**src/rtl/salu_issue_ctrl_if.sv**
```systemverilog
// salu_issue_ctrl_if: pipeline request, CLO/CLZ unit and writeback signals of the issue controller
interface salu_issue_ctrl_if #(
    parameter int DATA_W = 32,
    parameter int REG_W  = 5
);
    logic              flush;
    logic              req_valid;
    logic              req_clo;
    logic              req_clz;
    logic [DATA_W-1:0] req_operand;
    logic [REG_W-1:0]  req_dst;
    logic              req_ready;
    logic              stall;
    logic              unit_clo;
    logic              unit_clz;
    logic [DATA_W-1:0] unit_operand;
    logic              unit_busy;
    logic [DATA_W-1:0] unit_result;
    logic              unit_flush;
    logic              wb_valid;
    logic [REG_W-1:0]  wb_dst;
    logic [DATA_W-1:0] wb_data;
    logic              wb_ready;
    logic              timeout_err;

    modport master (
        input  flush, req_valid, req_clo, req_clz, req_operand, req_dst,
        input  unit_busy, unit_result, wb_ready,
        output req_ready, stall, unit_clo, unit_clz, unit_operand, unit_flush,
        output wb_valid, wb_dst, wb_data, timeout_err
    );

    modport slave (
        output flush, req_valid, req_clo, req_clz, req_operand, req_dst,
        output unit_busy, unit_result, wb_ready,
        input  req_ready, stall, unit_clo, unit_clz, unit_operand, unit_flush,
        input  wb_valid, wb_dst, wb_data, timeout_err
    );
endinterface

```
**src/rtl/salu_issue_ctrl.sv**
```systemverilog
// salu_issue_ctrl: EX-stage issue, stall and writeback controller for the iterative CLO/CLZ unit
module salu_issue_ctrl #(
    parameter int DATA_W   = 32,
    parameter int REG_W    = 5,
    parameter int MAX_WAIT = 40
) (
    input logic               clk,
    input logic               reset,
    salu_issue_ctrl_if.master bus
);
    localparam int CW = $clog2(MAX_WAIT + 1);

    typedef enum logic [2:0] {IDLE, LAUNCH, ARM, WAIT, DONE} state_t;

    state_t            state;
    logic [CW-1:0]     cnt;
    logic              unit_clo;
    logic              unit_clz;
    logic              wb_valid;
    logic              timeout_err;
    logic [DATA_W-1:0] unit_operand;
    logic [DATA_W-1:0] wb_data;
    logic [REG_W-1:0]  wb_dst;
    logic              req_ready;

    assign req_ready        = state == IDLE && !bus.flush && !reset;
    assign bus.req_ready    = req_ready;
    assign bus.stall        = state != IDLE || (bus.req_valid && !req_ready);
    assign bus.unit_flush   = reset || bus.flush || timeout_err;
    assign bus.unit_clo     = unit_clo;
    assign bus.unit_clz     = unit_clz;
    assign bus.unit_operand = unit_operand;
    assign bus.wb_valid     = wb_valid;
    assign bus.wb_dst       = wb_dst;
    assign bus.wb_data      = wb_data;
    assign bus.timeout_err  = timeout_err;

    // Sequencer: one-cycle launch pulse, skip the busy-rise cycle, wait with watchdog, hold writeback
    always_ff @(posedge clk) begin
        if (reset) begin
            state        <= IDLE;
            cnt          <= '0;
            unit_clo     <= 1'b0;
            unit_clz     <= 1'b0;
            unit_operand <= '0;
            wb_valid     <= 1'b0;
            wb_dst       <= '0;
            wb_data      <= '0;
            timeout_err  <= 1'b0;
        end else begin
            unit_clo    <= 1'b0;
            unit_clz    <= 1'b0;
            timeout_err <= 1'b0;
            if (bus.flush) begin
                state    <= IDLE;
                wb_valid <= 1'b0;
            end else begin
                case (state)
                    IDLE: if (bus.req_valid) begin
                        unit_operand <= bus.req_operand;
                        wb_dst       <= bus.req_dst;
                        if (bus.req_clo || bus.req_clz) begin
                            unit_clo <= bus.req_clo;
                            unit_clz <= bus.req_clz && !bus.req_clo;
                            state    <= LAUNCH;
                        end else begin
                            wb_data  <= '0;
                            wb_valid <= 1'b1;
                            state    <= DONE;
                        end
                    end
                    LAUNCH: state <= ARM;
                    ARM: begin
                        cnt   <= '0;
                        state <= WAIT;
                    end
                    WAIT: if (!bus.unit_busy) begin
                        wb_data  <= bus.unit_result;
                        wb_valid <= 1'b1;
                        state    <= DONE;
                    end else begin
                        cnt <= cnt + 1'b1;
                        if (cnt == CW'(MAX_WAIT - 1)) begin
                            timeout_err <= 1'b1;
                            state       <= IDLE;
                        end
                    end
                    DONE: if (bus.wb_ready) begin
                        wb_valid <= 1'b0;
                        state    <= IDLE;
                    end
                    default: state <= IDLE;
                endcase
            end
        end
    end
endmodule

```
**src/flat_wrapper.sv**
```systemverilog
// flat-port wrapper written by rule: the top's interface ports become plain ports
module salu_issue_ctrl_flat 
#(
    parameter int DATA_W   = 32,
    parameter int REG_W    = 5,
    parameter int MAX_WAIT = 40
)
  (clk, reset, bus_flush, bus_req_valid, bus_req_clo, bus_req_clz, bus_req_operand, bus_req_dst, bus_unit_busy, bus_unit_result, bus_wb_ready, bus_req_ready, bus_stall, bus_unit_clo, bus_unit_clz, bus_unit_operand, bus_unit_flush, bus_wb_valid, bus_wb_dst, bus_wb_data, bus_timeout_err);
  salu_issue_ctrl_if #(.DATA_W(DATA_W), .REG_W(REG_W)) bus_i ();
  input logic clk;
  input logic reset;
  input wire logic [$bits(bus_i.flush)-1:0] bus_flush;
  input wire logic [$bits(bus_i.req_valid)-1:0] bus_req_valid;
  input wire logic [$bits(bus_i.req_clo)-1:0] bus_req_clo;
  input wire logic [$bits(bus_i.req_clz)-1:0] bus_req_clz;
  input wire logic [$bits(bus_i.req_operand)-1:0] bus_req_operand;
  input wire logic [$bits(bus_i.req_dst)-1:0] bus_req_dst;
  input wire logic [$bits(bus_i.unit_busy)-1:0] bus_unit_busy;
  input wire logic [$bits(bus_i.unit_result)-1:0] bus_unit_result;
  input wire logic [$bits(bus_i.wb_ready)-1:0] bus_wb_ready;
  output wire logic [$bits(bus_i.req_ready)-1:0] bus_req_ready;
  output wire logic [$bits(bus_i.stall)-1:0] bus_stall;
  output wire logic [$bits(bus_i.unit_clo)-1:0] bus_unit_clo;
  output wire logic [$bits(bus_i.unit_clz)-1:0] bus_unit_clz;
  output wire logic [$bits(bus_i.unit_operand)-1:0] bus_unit_operand;
  output wire logic [$bits(bus_i.unit_flush)-1:0] bus_unit_flush;
  output wire logic [$bits(bus_i.wb_valid)-1:0] bus_wb_valid;
  output wire logic [$bits(bus_i.wb_dst)-1:0] bus_wb_dst;
  output wire logic [$bits(bus_i.wb_data)-1:0] bus_wb_data;
  output wire logic [$bits(bus_i.timeout_err)-1:0] bus_timeout_err;
  assign bus_i.flush = bus_flush;
  assign bus_i.req_valid = bus_req_valid;
  assign bus_i.req_clo = bus_req_clo;
  assign bus_i.req_clz = bus_req_clz;
  assign bus_i.req_operand = bus_req_operand;
  assign bus_i.req_dst = bus_req_dst;
  assign bus_i.unit_busy = bus_unit_busy;
  assign bus_i.unit_result = bus_unit_result;
  assign bus_i.wb_ready = bus_wb_ready;
  assign bus_req_ready = bus_i.req_ready;
  assign bus_stall = bus_i.stall;
  assign bus_unit_clo = bus_i.unit_clo;
  assign bus_unit_clz = bus_i.unit_clz;
  assign bus_unit_operand = bus_i.unit_operand;
  assign bus_unit_flush = bus_i.unit_flush;
  assign bus_wb_valid = bus_i.wb_valid;
  assign bus_wb_dst = bus_i.wb_dst;
  assign bus_wb_data = bus_i.wb_data;
  assign bus_timeout_err = bus_i.timeout_err;
  salu_issue_ctrl #(.DATA_W(DATA_W), .REG_W(REG_W), .MAX_WAIT(MAX_WAIT)) u_core (.clk(clk), .reset(reset), .bus(bus_i));
endmodule
```
**config.mk**
```make
export PLATFORM = sky130hd
export DESIGN_NAME = salu_issue_ctrl_flat
export DESIGN_NICKNAME = d
export VERILOG_FILES = /design/src/rtl/salu_issue_ctrl_if.sv /design/src/rtl/salu_issue_ctrl.sv /design/src/flat_wrapper.sv
export SDC_FILE = /design/constraint.sdc
export NUM_CORES = 1
export LEC_CHECK = 0
export BUFFER_PORTS_ARGS = -buffer_cell sky130_fd_sc_hd__buf_2
export CAP_MARGIN = 10
export CORE_ASPECT_RATIO = 1.5
export CORE_UTILIZATION = 40
export DETAILED_ROUTE_END_ITERATION = 8
export MAX_ROUTING_LAYER = met4
export PLACE_DENSITY = 0.73
export SETUP_SLACK_MARGIN = 0.5
export SLEW_MARGIN = 40
export SYNTH_ARGS = -nofsm -noshare
export SYNTH_HDL_FRONTEND = slang
export SYNTH_SLANG_ARGS = --single-unit
```
**constraint.sdc**
```tcl
create_clock -name clk -period 2.3 [get_ports clk]
set_clock_uncertainty 0.15 [all_clocks]
set_input_delay 0.46 -clock clk [delete_from_list [all_inputs] [get_ports clk]]
set_output_delay 0.46 -clock clk [all_outputs]
set_load 0.01 [all_outputs]
```
Word-level counts from Yosys, hierarchy flattened:

Cells that the tools add are included.
W data, S select, Z words.

* register bits after elaboration: 82
* input bits: 77
* output and inout bits: 76
* logic and storage cells: 70

* add/subtract/negate cells: 1
* equal/unequal tests: 11
* multiplexer cells: 18
* bitwise logic cells: 6
* reductions and logical operators: 25

Operators by type and width (count)
* $mux W32: 3
* $pmux W32 S2: 1
* $mux W3: 5
* $pmux W3 S5: 1
* $pmux W6 S2: 1
* $ne A2 B2 Y1 const B: 5
* $reduce_and A5 Y1: 2
* $reduce_and A3 Y1: 3
* $add A6 B1 Y6 const B: 1
* $eq A3 B2 Y1 const B: 2
* $eq A6 B6 Y1 const B: 1
* $mux W6: 1
* $not A1 Y1: 6
* $reduce_bool A3 Y1: 2
* $mux W1: 5
* $reduce_or A5 Y1: 1
* $logic_and A1 B1 Y1: 4
* $logic_not A1 Y1: 4
* $logic_or A1 B1 Y1: 4
* $reduce_bool A2 Y1: 2
* $reduce_or A4 Y1: 1
* $eq A3 B1 Y1 const B: 1
* $eq A3 B3 Y1 const B: 1
* $logic_not A3 Y1: 1
* 3 further kinds: 3

Logic depth before layout (Yosys ltp):

Gate-level depths: netlist of the first run.

* depth in word-level cells: 6
* depth in mapped cells: 6
* gate-level depth less buffers: 4

Worst setup path after synthesis of the first run:

Ideal clock, no wire load.

* kind: in2reg
* start: in bus_flush
* end: reg u_core.cnt[4]
* library setup time: 70 ps
* arrival time: 1692 ps
* data required time: 2080 ps
* path slack: 388 ps
* cell stages on the path: 5
* path buffers: 2
* path through: buf_6 -> or3b_1 -> buf_2 -> or4_1 -> a21oi_1

* longest elaborated chain between the ends: 2

Ends and longest elaborated chain
* from (decl): line flat_wrapper.sv:12 `input wire logic [$bits(bus_i.flush)-1:0] bus_flush;`
* $not A1 Y1 (no line)
* $reduce_and A3 Y1 (no line)
* to (signal assigned): line salu_issue_ctrl.sv:82 `cnt <= cnt + 1'b1;`
* to (decl): line salu_issue_ctrl.sv:16 `logic [CW-1:0] cnt;`

No other way between the ends.
A chain may end at the register's enable or synchronous reset.

Worst setup path after layout of the first run:

* start: reg u_core.state[2]
* end: reg u_core.wb_data[2] (netlist: u_core.bus.wb_data[2])

* longest elaborated chain between the ends: 3
* elaborated cells between the ends (all ways): 8
* classes of those cells: 4 x eq/ne; 1 x mux; 3 x reduce/logical

Ends and longest elaborated chain
* from (decl): line salu_issue_ctrl.sv:15 `state_t state;`
* from (signal assigned): line salu_issue_ctrl.sv:41 `state <= IDLE;`
* from (signal assigned): line salu_issue_ctrl.sv:55 `state <= IDLE;`
* from (signal assigned): line salu_issue_ctrl.sv:65 `state <= LAUNCH;`
* $eq A3 B2 Y1 / $logic_not A3 Y1 (equally long branches): line salu_issue_ctrl.sv:58 `case (state)`
* $ne A2 B2 Y1 (no line) / $reduce_bool A2 Y1 (equally long branches)
* $reduce_and A5 Y1 (no line)
* to (signal assigned): line salu_issue_ctrl.sv:78 `wb_data <= bus.unit_result;`
* to (decl): line salu_issue_ctrl.sv:22 `logic [DATA_W-1:0] wb_data;`

Parallel ways exist; a longest one is shown, timed or not.

==> impl_metrics.py, run 1 <==
metrics = {
    "logic_synthesis": {
        "synth_compound_area_frac": 0.152,
        "synth_area_sq_mm": 0.00338,
        "synthXorXnorAreaFrac": 0.00259,
        "postSynth.asyncResetShare": 0,
        "synth-edff-count": 0,
        "synth_top_area_share": 0.485,
        "ys_ff_latch": 82,
        "synth_flop_cell": "dfxtp_1",
        "synthTopCellsByArea": "dfxtp_1, mux2i_1, nand2_1, a21oi_1, o21ai_0",
        "seq_area_frac_synth": 0.485,
        "syn_avg_cell_area_sq_um": 8.57,
        "synth_top_family_by_area": "simple AND/OR/NAND/NOR gates",
        "synthSimpleGateAreaFrac": 0.203,
        "synth_fa_ha_area_frac": 0.00370,
        "synthDistinctLibCells": 39,
        "synthCells": 395,
        "synth.area.mux_share": 0.0980,
        "synth_largest_area_cell": "dfxtp_1",
        "ys_warn_count": 0,
        "syn_nets": 473,
    },
    "setup_path": {
        "required_ns": 2.41,
        "crit_path_max_incr_delay_ns": 0.36,
        "timing.rr.start": "u_core.state[2]$_SDFFE_PP0P_",
        "worst-r2r-cell-count": 7,
        "cpMostUsedCell": "buf_12",
        "crit_fanout": 8,
        "crit_path_end_kind": "flop",
        "r2r-end": "u_core.bus.wb_data[2]$_SDFFE_PP0P_",
        "slowest_stage": "o32ai_4",
        "path_cells": "buf_4, buf_6, nand3b_1, o32ai_4, buf_12, buf_12, mux2i_1",
        "critPathArrivalTime_ns": 2.12,
        "start_kind": "flop",
        "r2r_slack_ns": 0.29,
        "crit_type": "flop to flop",
    },
    "routing": {
        "totalWireLength_microns": 10200,
        "drc": 0,
        "vias": 3495,
        "drtIter0Drc": 218,
        "wl_per_cell_microns": 15.4,
        "drtAntennaViolNets": 0,
        "vias_per_cell": 5.27,
        "dr.pass1.iters": 4,
    },
    "power_and_ir_drop": {
        "p_clk_frac": 0.427,
        "power_switching_share": 0.248,
        "power_mw": 3.30,
        "p_leak_nw": 2.10,
        "peakVddDrop_v": 0.000447,
        "p_int_mw": 2.48,
        "p_sw_uw": 820,
        "power_per_cell_area_mw_per_mm2": 653,
        "seqPwrFrac": 0.447,
        "p_comb_frac": 0.126,
    },
    "die": {
        "design.die.area_sq_mm": 0.00884,
        "initial_core_util": 0.417,
        "die_h_microns": 115,
        "rows": 40,
        "die_w_microns": 77.1,
        "ioPinCount": 153,
        "coreArea_sq_mm": 0.00811,
    },
    "worst_hold_path": {
        "hold_path.startpoint": "bus_unit_result[0]",
        "whs_path_depth": 3,
        "hold_path_end": "u_core.bus.wb_data[0]$_SDFFE_PP0P_",
        "holdCritPathClass": "primary input to flop",
    },
    "timing": {
        "tns_ns": 0,
        "worst_slew_pin_slew_ns": 0.557,
        "max_freq_mhz": 498,
        "rsz0062_at_grt": "yes",
        "fin_crit_ns": 2.01,
        "final_max_slew_viol_count": 0,
        "final.setup.worst_slack_ns": 0.290,
        "finalSetupViolCount": 0,
        "relSlewSlack": 0.628,
        "hold_violations": 0,
        "fin_crit_sh": 0.874,
    },
    "layout": {
        "fin_cells": 663,
        "area_growth_pct": 49.5,
        "n_antenna_cell": 0,
        "drive_gt1_frac": 0.453,
        "nets": 631,
        "fin_area_sq_mm": 0.00506,
    },
    "global_route": {
        "grt_pass1_vias": 3122,
        "grt_pass1_wl_microns": 14800,
        "overflow": 0,
        "grtUsageTotal": 0.217,
        "antenna_found_initial": 0,
        "grt_max_degree": 39,
    },
    "placement": {
        "place_inst": 626,
        "place_area_sq_mm": 0.00424,
        "gp_congestion": 0.831,
        "portBuffers": 152,
        "hpwl_microns": 6020,
        "pre_cts_ws_ns": 0.261,
    },
    "cts": {
        "cts_buffers": 9,
        "clock_sinks": 82,
        "cts.root.buffer_cell": "clkbuf_16",
        "cts_hold_buf": 0,
        "ctsHtreeMaxLevel": 3,
        "cts_tree": "done",
        "clk_pin_slew_ns": 0.06,
        "clk-insertion-delay-late_ns": 0.35,
        "clockBufferDepth": 2,
    },
    "run_status": {
        "status": "complete, no violations",
    },
    "job": {
        "cap_violations": 0,
    },
}
layout by cell type, fill, tap and decap left out, types with 2 or more instances in the layout:
cell type,netlist,final
dfxtp_1,82,79
buf_12,0,5
or3_1,4,3
o21ai_2,0,33
nor2_1,4,4
clkbuf_1,25,2
inv_1,4,4
nand2_1,67,67
dfxtp_4,0,3
buf_2,8,150
or4_1,4,2
a21oi_2,0,5
clkinvlp_4,0,2
nand4b_1,3,3
nor4_1,3,2
nor4b_1,4,3
buf_6,1,5
clkbuf_16,0,13
nor3_1,2,2
clkinv_2,0,3
mux2i_1,32,32
or4_4,0,2
o21ai_0,42,7
nand3_1,40,40
buf_4,3,18
o31ai_2,0,2
a21oi_1,44,39
logic make-up (layout without fill, tap and decap cells):
| family | count (synthesis) | in the layout |
|---|---|---|
| buffers and inverters | 42 | 205 |
| xor gates and xnor gates | 1 | 1 |
| and+or+nand+nor | 140 | 140 |
| adders and majority gates | 1 | 1 |
| DFF | 82 | 82 |
| muxes | 33 | 33 |
| AOI/OAI and AO/OA | 96 | 96 |
synth_stat cells (2+ instances only):
master / count
dfxtp_1: 82
nand2_1: 67
a21oi_1: 44
o21ai_0: 42
nand3_1: 40
mux2i_1: 32
clkbuf_1: 25
buf_2: 8
inv_1: 4
nor2_1: 4
nor4b_1: 4
or3_1: 4
or4_1: 4
buf_4: 3
nand4b_1: 3
nor4_1: 3
o31ai_1: 3
nor3_1: 2
timing repair:
item                       CTS  global route
gates cloned                 1             6
setup buffers               12             2
setup endpoints to repair   72            79
resized for setup           58            50
pin swaps                    8            20
worst max-delay path: cells and delay by family, from the launching register on:
family / cells / cell delay [ns]
AO/OA/AOI/OAI: 1 / 0.36
buffers and inverters: 4 / 0.57
flip-flops: 1 / 0.35
multiplexers: 1 / 0.21
AND/OR/NAND/NOR: 1 / 0.26
per-stage QoR:
stage / utilization / hold slack (ns)
6_report: 0.624 / 0.203
5_1_grt: 0.624 / 0.203
4_1_cts: 0.582 / 0.202
3_5_place_dp: 0.523 / 0.298
3_3_place_gp: 0.523 / 0.288
2_1_floorplan: - / 0.309
metal layers:
metal | up-vias | wire, microns | track usage
met5 | - | 0 | -
met4 | 0 | 191 | 0.106
met3 | 14 | 582 | 0.0446
met2 | 138 | 5280 | 0.361
met1 | 1639 | 4180 | 0.249
li1 | 1704 | - | -
power by group through the flow:
| stage | clock network (mW) | logic [mW] | registers (mW) |
|---|---|---|---|
| 2_1_floorplan | 0 | 0.148 | 1.52 |
| 3_3_place_gp | 0 | 0.298 | 1.50 |
| 3_5_place_dp | 0 | 0.301 | 1.51 |
| 4_1_cts | 1.43 | 0.349 | 1.47 |
| 5_1_grt | 1.50 | 0.444 | 1.48 |
| 6_report | 1.41 | 0.415 | 1.48 |
worst max-delay path by stage:
stage                     depth (start not counted)                            endpoint  slack (ns)                          from
final                                             7  u_core.bus.wb_data[2]$_SDFFE_PP0P_        0.29  u_core.state[2]$_SDFFE_PP0P_
after CTS                                         3                           bus_stall        0.31  u_core.state[1]$_SDFFE_PP0P_
after detailed placement                          5  u_core.bus.wb_data[2]$_SDFFE_PP0P_        0.26                 bus_req_valid
after floorplan                                   5          u_core.cnt[0]$_SDFFE_PP0P_        0.43                     bus_flush
after global placement                            4          u_core.cnt[3]$_SDFFE_PP0P_        0.30                     bus_flush
after global routing                              7  u_core.bus.wb_data[2]$_SDFFE_PP0P_        0.25  u_core.state[2]$_SDFFE_PP0P_
state kept, by name, summed over array words and instances, names as in the netlist:
signal and cells:
u_core.state 3, u_core.bus.unit_operand 32, u_core.bus.wb_valid 1, u_core.bus.wb_data 32
u_core.bus.unit_clo 1, u_core.bus.timeout_err 1, u_core.cnt 6, u_core.bus.unit_clz 1
u_core.bus.wb_dst 5
area by class of cell:
class / count / area [sq um]
fillers: 698 / 3050
multi-input cells: 271 / 1780
flip-flops and latches: 82 / 1650
repair buffers: 184 / 1180
clock buffers: 11 / 233
well taps: 105 / 131
clock inverters: 5 / 55.1
inverters: 5 / 20.0
No activity file was read; power rests on OpenSTA's default activity.
==> run 2: changes to the inputs <==
Settings changed: PLACE_DENSITY 0.73 to 0.7, RECOVER_POWER from default to 50.
==> impl_metrics.py, run 2 (synthesis results as in run 1) <==
metrics = {
    "timing": {
        "tns_ns": 0,
        "rsz0062_at_grt": "yes",
        "finalSetupViolCount": 0,
        "fin_crit_ns": 2.12,
        "final_max_slew_viol_count": 0,
        "relSlewSlack": 0.491,
        "fin_crit_sh": 0.922,
        "hold_violations": 0,
        "worst_slew_pin_slew_ns": 0.764,
        "max_freq_mhz": 472,
    },
    "setup_path": {
        "r2r_slack_ns": 0.18,
        "r2r-end": "u_core.bus.unit_operand[9]$_SDFFE_PP0P_",
        "worstSetupEndpoint": "u_core.bus.unit_operand[9]$_SDFFE_PP0P_",
        "required_ns": 2.41,
        "crit_type": "flop to flop",
        "timing.rr.start": "u_core.state[1]$_SDFFE_PP0P_",
        "worst-r2r-cell-count": 6,
        "start_kind": "flop",
        "crit_start": "u_core.state[1]$_SDFFE_PP0P_",
        "crit_path_end_kind": "flop",
        "critPathArrivalTime_ns": 2.23,
        "crit_fanout": 38,
    },
    "placement": {
        "hpwl_microns": 6140,
        "portBuffers": 152,
        "place_area_sq_mm": 0.00426,
        "place_inst": 627,
        "gp_congestion": 0.789,
    },
    "global_route": {
        "overflow": 0,
        "grt_pass1_wl_microns": 15200,
        "grt_max_degree": 42,
        "grt_pass1_vias": 3191,
        "grtUsageTotal": 0.223,
        "antenna_found_initial": 0,
    },
    "layout": {
        "final_common_cell": "dfxtp_1",
        "fin_area_sq_mm": 0.00498,
        "final_cell_mix": "dfxtp_1, clkbuf_1, buf_2, nand2_1, nand3_1",
        "fin_cells": 663,
        "n_antenna_cell": 0,
        "multiInputGateArea_sq_mm": 0.00180,
        "regArea_sq_mm": 0.00165,
        "nets": 631,
        "drive_gt1_frac": 0.317,
        "fillers": 753,
        "area_growth_pct": 47.3,
        "reg_top3": "u_core.bus.unit_operand x32, u_core.bus.wb_data x32, u_core.cnt x6",
    },
    "cts": {
        "clk_pin_slew_ns": 0.06,
        "ctsHtreeMaxLevel": 3,
        "clock_sinks": 82,
        "cts_buffers": 9,
        "cts_hold_buf": 0,
        "clockBufferDepth": 2,
        "cts_tree": "done",
        "cts.root.buffer_cell": "clkbuf_16",
        "clk-insertion-delay-late_ns": 0.33,
    },
    "power_and_ir_drop": {
        "peakVddDrop_v": 0.000472,
        "power_per_cell_area_mw_per_mm2": 640,
        "p_leak_nw": 1.77,
    },
    "routing": {
        "totalWireLength_microns": 10200,
        "vias_per_cell": 5.38,
        "drc": 0,
        "vias": 3565,
        "dr.pass1.iters": 4,
        "drtIter0Drc": 164,
        "wl_per_cell_microns": 15.4,
        "drtAntennaViolNets": 0,
    },
    "run_status": {
        "status": "complete, no violations",
    },
    "worst_hold_path": {
        "holdCritPathClass": "primary input to flop",
    },
    "die": {
        "initial_core_util": 0.417,
        "design.die.area_sq_mm": 0.00884,
        "die_h_microns": 115,
        "die_w_microns": 77.1,
        "rows": 40,
        "coreArea_sq_mm": 0.00811,
        "ioPinCount": 153,
    },
    "job": {
        "cap_violations": 0,
    },
}
[run 2: changes by cell type in the layout (fill, tap and decap cells not counted), moves of 4 or more]
cell,change
o21ai_4,+4
buf_2,-73
buf_4,-5
a21oi_2,+5
clkbuf_1,+75
a21oi_1,-5
o21ai_2,-5
o21ai_1,+4
[run 2: critical path, cell delays in order, from the launching register on]
cell	delay, ns
dfxtp_4	0.35
buf_6	0.11
buf_4	0.16
nor4b_2	0.25
clkbuf_2	0.64
nand3_1	0.21
a21oi_2	0.18
[run 2: power breakdown]
part | total (mW) | internal, mW | switching [mW]
clock network | 1.30 | 0.761 | 0.541
logic | 0.406 | 0.182 | 0.224
registers | 1.48 | 1.46 | 0.0268
total | 3.19 | 2.40 | 0.792
[run 2: how the worst min path moves through the flow]
stage	startpoint	endpoint	slack, ns	cells after the start
floorplan	u_core.cnt[4]$_SDFFE_PP0P_	u_core.bus.timeout_err$_SDFF_PP0_	0.31	1
global placement	u_core.bus.wb_data[30]$_SDFFE_PP0P_	u_core.bus.wb_data[30]$_SDFFE_PP0P_	0.29	2
detailed placement	u_core.bus.wb_data[18]$_SDFFE_PP0P_	u_core.bus.wb_data[18]$_SDFFE_PP0P_	0.30	2
CTS	bus_req_operand[2]	u_core.bus.unit_operand[2]$_SDFFE_PP0P_	0.21	3
global route	bus_unit_result[18]	u_core.bus.wb_data[18]$_SDFFE_PP0P_	0.22	3
finish	bus_unit_result[18]	u_core.bus.wb_data[18]$_SDFFE_PP0P_	0.22	3
[run 2: area by class of cell]
class,count,share of cell area
clock inverter,2,0.00251
sequential,82,0.330
multi-input combinational,271,0.361
clock buffer,14,0.0510
inverter,5,0.00402
timing repair buffer,184,0.225
tap,105,0.0264
[run 2: layer usage]
layer | up-vias | track usage | part of all wire | routed length (microns)
li1 | 1712 | - | - | -
met1 | 1684 | 0.256 | 0.40 | 4130
met2 | 152 | 0.376 | 0.51 | 5180
met3 | 17 | 0.0438 | 0.069 | 706
met4 | 0 | 0.0956 | 0.019 | 191
met5 | - | - | 0 | 0
[run 2: timing repair]
item                                    4_1_cts  5_1_grt
hold endpoints to repair                      0        0
resized for setup                            42       66
endpoints found under the setup margin       64       78
pin swaps                                     3       13
buffers inserted                             12        2
cloned                                        3        3
[run 2: through the flow]
step | hold slack, ns | total power, mW | utilization | setup slack (ns)
floorplan | 0.309 | 1.67 | - | 0.427
global placement | 0.288 | 1.80 | 0.525 | 0.326
detailed placement | 0.296 | 1.81 | 0.525 | 0.249
CTS | 0.213 | 3.15 | 0.589 | 0.234
global route | 0.223 | 3.31 | 0.615 | 0.0754
finish | 0.220 | 3.19 | 0.615 | 0.180
==> run 3: changes to the inputs <==
Settings changed: CELL_PAD_IN_SITES_DETAIL_PLACEMENT from default to 2, CELL_PAD_IN_SITES_GLOBAL_PLACEMENT from default to 2, CORE_UTILIZATION 40 to 26, PLACE_DENSITY 0.7 to default, PLACE_DENSITY_LB_ADDON from default to 0.1.
==> impl_metrics.py, run 3 (synthesis results as in run 1) <==
metrics = {
    "die": {
        "rows": 50,
        "die_h_microns": 142,
        "design.die.area_sq_mm": 0.0135,
        "initial_core_util": 0.269,
        "die_w_microns": 95.1,
        "coreArea_sq_mm": 0.0126,
        "ioPinCount": 153,
    },
    "global_route": {
        "grt_max_degree": 39,
        "grt_use_met1": 0.197,
        "antenna_found_initial": 0,
        "grtUsageTotal": 0.190,
        "grt_pass1_wl_microns": 19000,
        "overflow": 0,
        "grtUsageMet3": 0.0418,
        "grt_busiest_layer": "met2",
        "grt_pass1_vias": 3860,
        "grt_use_met2": 0.345,
    },
    "cts": {
        "clockBufferDepth": 2,
        "ctsHtreeMaxLevel": 3,
        "clk-insertion-delay-late_ns": 0.34,
        "clock_sinks": 82,
        "clk_pin_slew_ns": 0.06,
        "cts_tree": "done",
        "cts.root.buffer_cell": "clkbuf_16",
        "cts_buffers": 9,
    },
    "timing": {
        "hold_violations": 0,
        "tns_ns": 0,
        "fin_crit_ns": 2.03,
        "max_freq_mhz": 492,
        "relSlewSlack": 0.670,
        "fin_crit_sh": 0.884,
        "final_max_slew_viol_count": 0,
        "worst_slew_pin_slew_ns": 0.495,
        "hold_slack_ns": 0.215,
        "rsz0062_at_grt": "yes",
        "finalSetupViolCount": 0,
    },
    "routing": {
        "drc": 0,
        "vias_per_cell": 5.01,
        "drtIter0Drc": 64,
        "totalWireLength_microns": 13500,
        "drtAntennaViolNets": 0,
        "wl_per_cell_microns": 18.8,
        "vias": 3611,
        "dr.pass1.iters": 4,
    },
    "layout": {
        "final_common_cell": "dfxtp_1",
        "regArea_sq_mm": 0.00165,
        "area_growth_pct": 52.1,
        "drive_gt1_frac": 0.327,
        "reg_top3": "u_core.bus.unit_operand x32, u_core.bus.wb_data x32, u_core.cnt x6",
        "fillers": 1433,
        "final_cell_mix": "dfxtp_1, buf_2, clkbuf_1, nand2_1, nand3_1",
        "final_util": 0.409,
        "fin_cells": 721,
        "n_antenna_cell": 0,
        "nets": 639,
        "multiInputGateArea_sq_mm": 0.00179,
    },
    "power_and_ir_drop": {
        "power_switching_share": 0.262,
        "power_per_cell_area_mw_per_mm2": 634,
        "p_comb_frac": 0.139,
        "seqPwrFrac": 0.453,
        "p_leak_nw": 1.85,
        "p_int_mw": 2.41,
        "p_clk_frac": 0.408,
        "p_sw_uw": 856,
        "peakVddDrop_v": 0.000325,
        "power_mw": 3.27,
    },
    "worst_hold_path": {
        "holdCritPathClass": "primary input to flop",
    },
    "setup_path": {
        "required_ns": 2.42,
        "critPathArrivalTime_ns": 2.15,
        "start_kind": "flop",
        "crit_type": "flop to flop",
        "crit_fanout": 19,
        "crit_path_end_kind": "flop",
    },
    "placement": {
        "portBuffers": 152,
        "gp_congestion": 0.685,
        "hpwl_microns": 8280,
        "place_inst": 681,
    },
    "job": {
        "cap_violations": 0,
    },
    "run_status": {
        "status": "complete, no violations",
    },
}
-- run 3: power by group through the flow --
stage / clock network, mW / registers [mW] / logic [mW]
2_1_floorplan: 0 / 1.52 / 0.148
3_3_place_gp: 0 / 1.50 / 0.323
3_5_place_dp: 0 / 1.51 / 0.330
4_1_cts: 1.38 / 1.47 / 0.380
5_1_grt: 1.43 / 1.48 / 0.489
6_report: 1.33 / 1.48 / 0.455
-- run 3: what timing repair did --
action,CTS,global route
setup endpoints to repair,67,81
hold buffers,0,0
resized for setup,64,55
buffers inserted,14,1
endpoints found under the hold margin,0,0
cloned,2,8
pin swaps,5,18
-- run 3: per-stage QoR --
step	cell area (sq um)	setup slack [ns]
6_report	5150	0.267
5_1_grt	5150	0.163
4_1_cts	4880	0.319
3_5_place_dp	4330	0.204
3_3_place_gp	4330	0.233
2_1_floorplan	3400	0.427
-- run 3: routing by layer --
metal | part of all wire | routed length [microns]
met4 | 0.015 | 199
met5 | 0 | 0
met2 | 0.56 | 7550
met1 | 0.38 | 5120
met3 | 0.048 | 645
-- run 3: critical path: stages (launching register included) --
cell      delay, ns
dfxtp_4        0.34
buf_4          0.15
buf_4          0.15
nor4b_4        0.24
buf_4          0.18
clkbuf_2       0.42
nand3_1        0.15
a21oi_1        0.17
-- run 3: final timing paths --
check / startpoint / endpoint / slack, ns / depth (start not counted)
worst min-delay path: bus_req_operand[13] / u_core.bus.unit_operand[13]$_SDFFE_PP0P_ / 0.21 / 3
worst max-delay path: u_core.state[1]$_SDFFE_PP0P_ / u_core.bus.wb_dst[4]$_SDFFE_PP0P_ / 0.27 / 7
worst max register to register: u_core.state[1]$_SDFFE_PP0P_ / u_core.bus.wb_dst[4]$_SDFFE_PP0P_ / 0.27 / 7
worst min register to register: u_core.bus.wb_data[9]$_SDFFE_PP0P_ / u_core.bus.wb_data[9]$_SDFFE_PP0P_ / 0.31 / 2
-- run 3: final cells by class --
| type | count | share of cell area |
|---|---|---|
| multi-input combinational | 271 | 0.348 |
| sequential | 82 | 0.321 |
| timing repair buffer | 192 | 0.236 |
| clock buffer | 10 | 0.0464 |
| tap | 156 | 0.0379 |
| clock inverter | 5 | 0.00608 |
| inverter | 5 | 0.00389 |
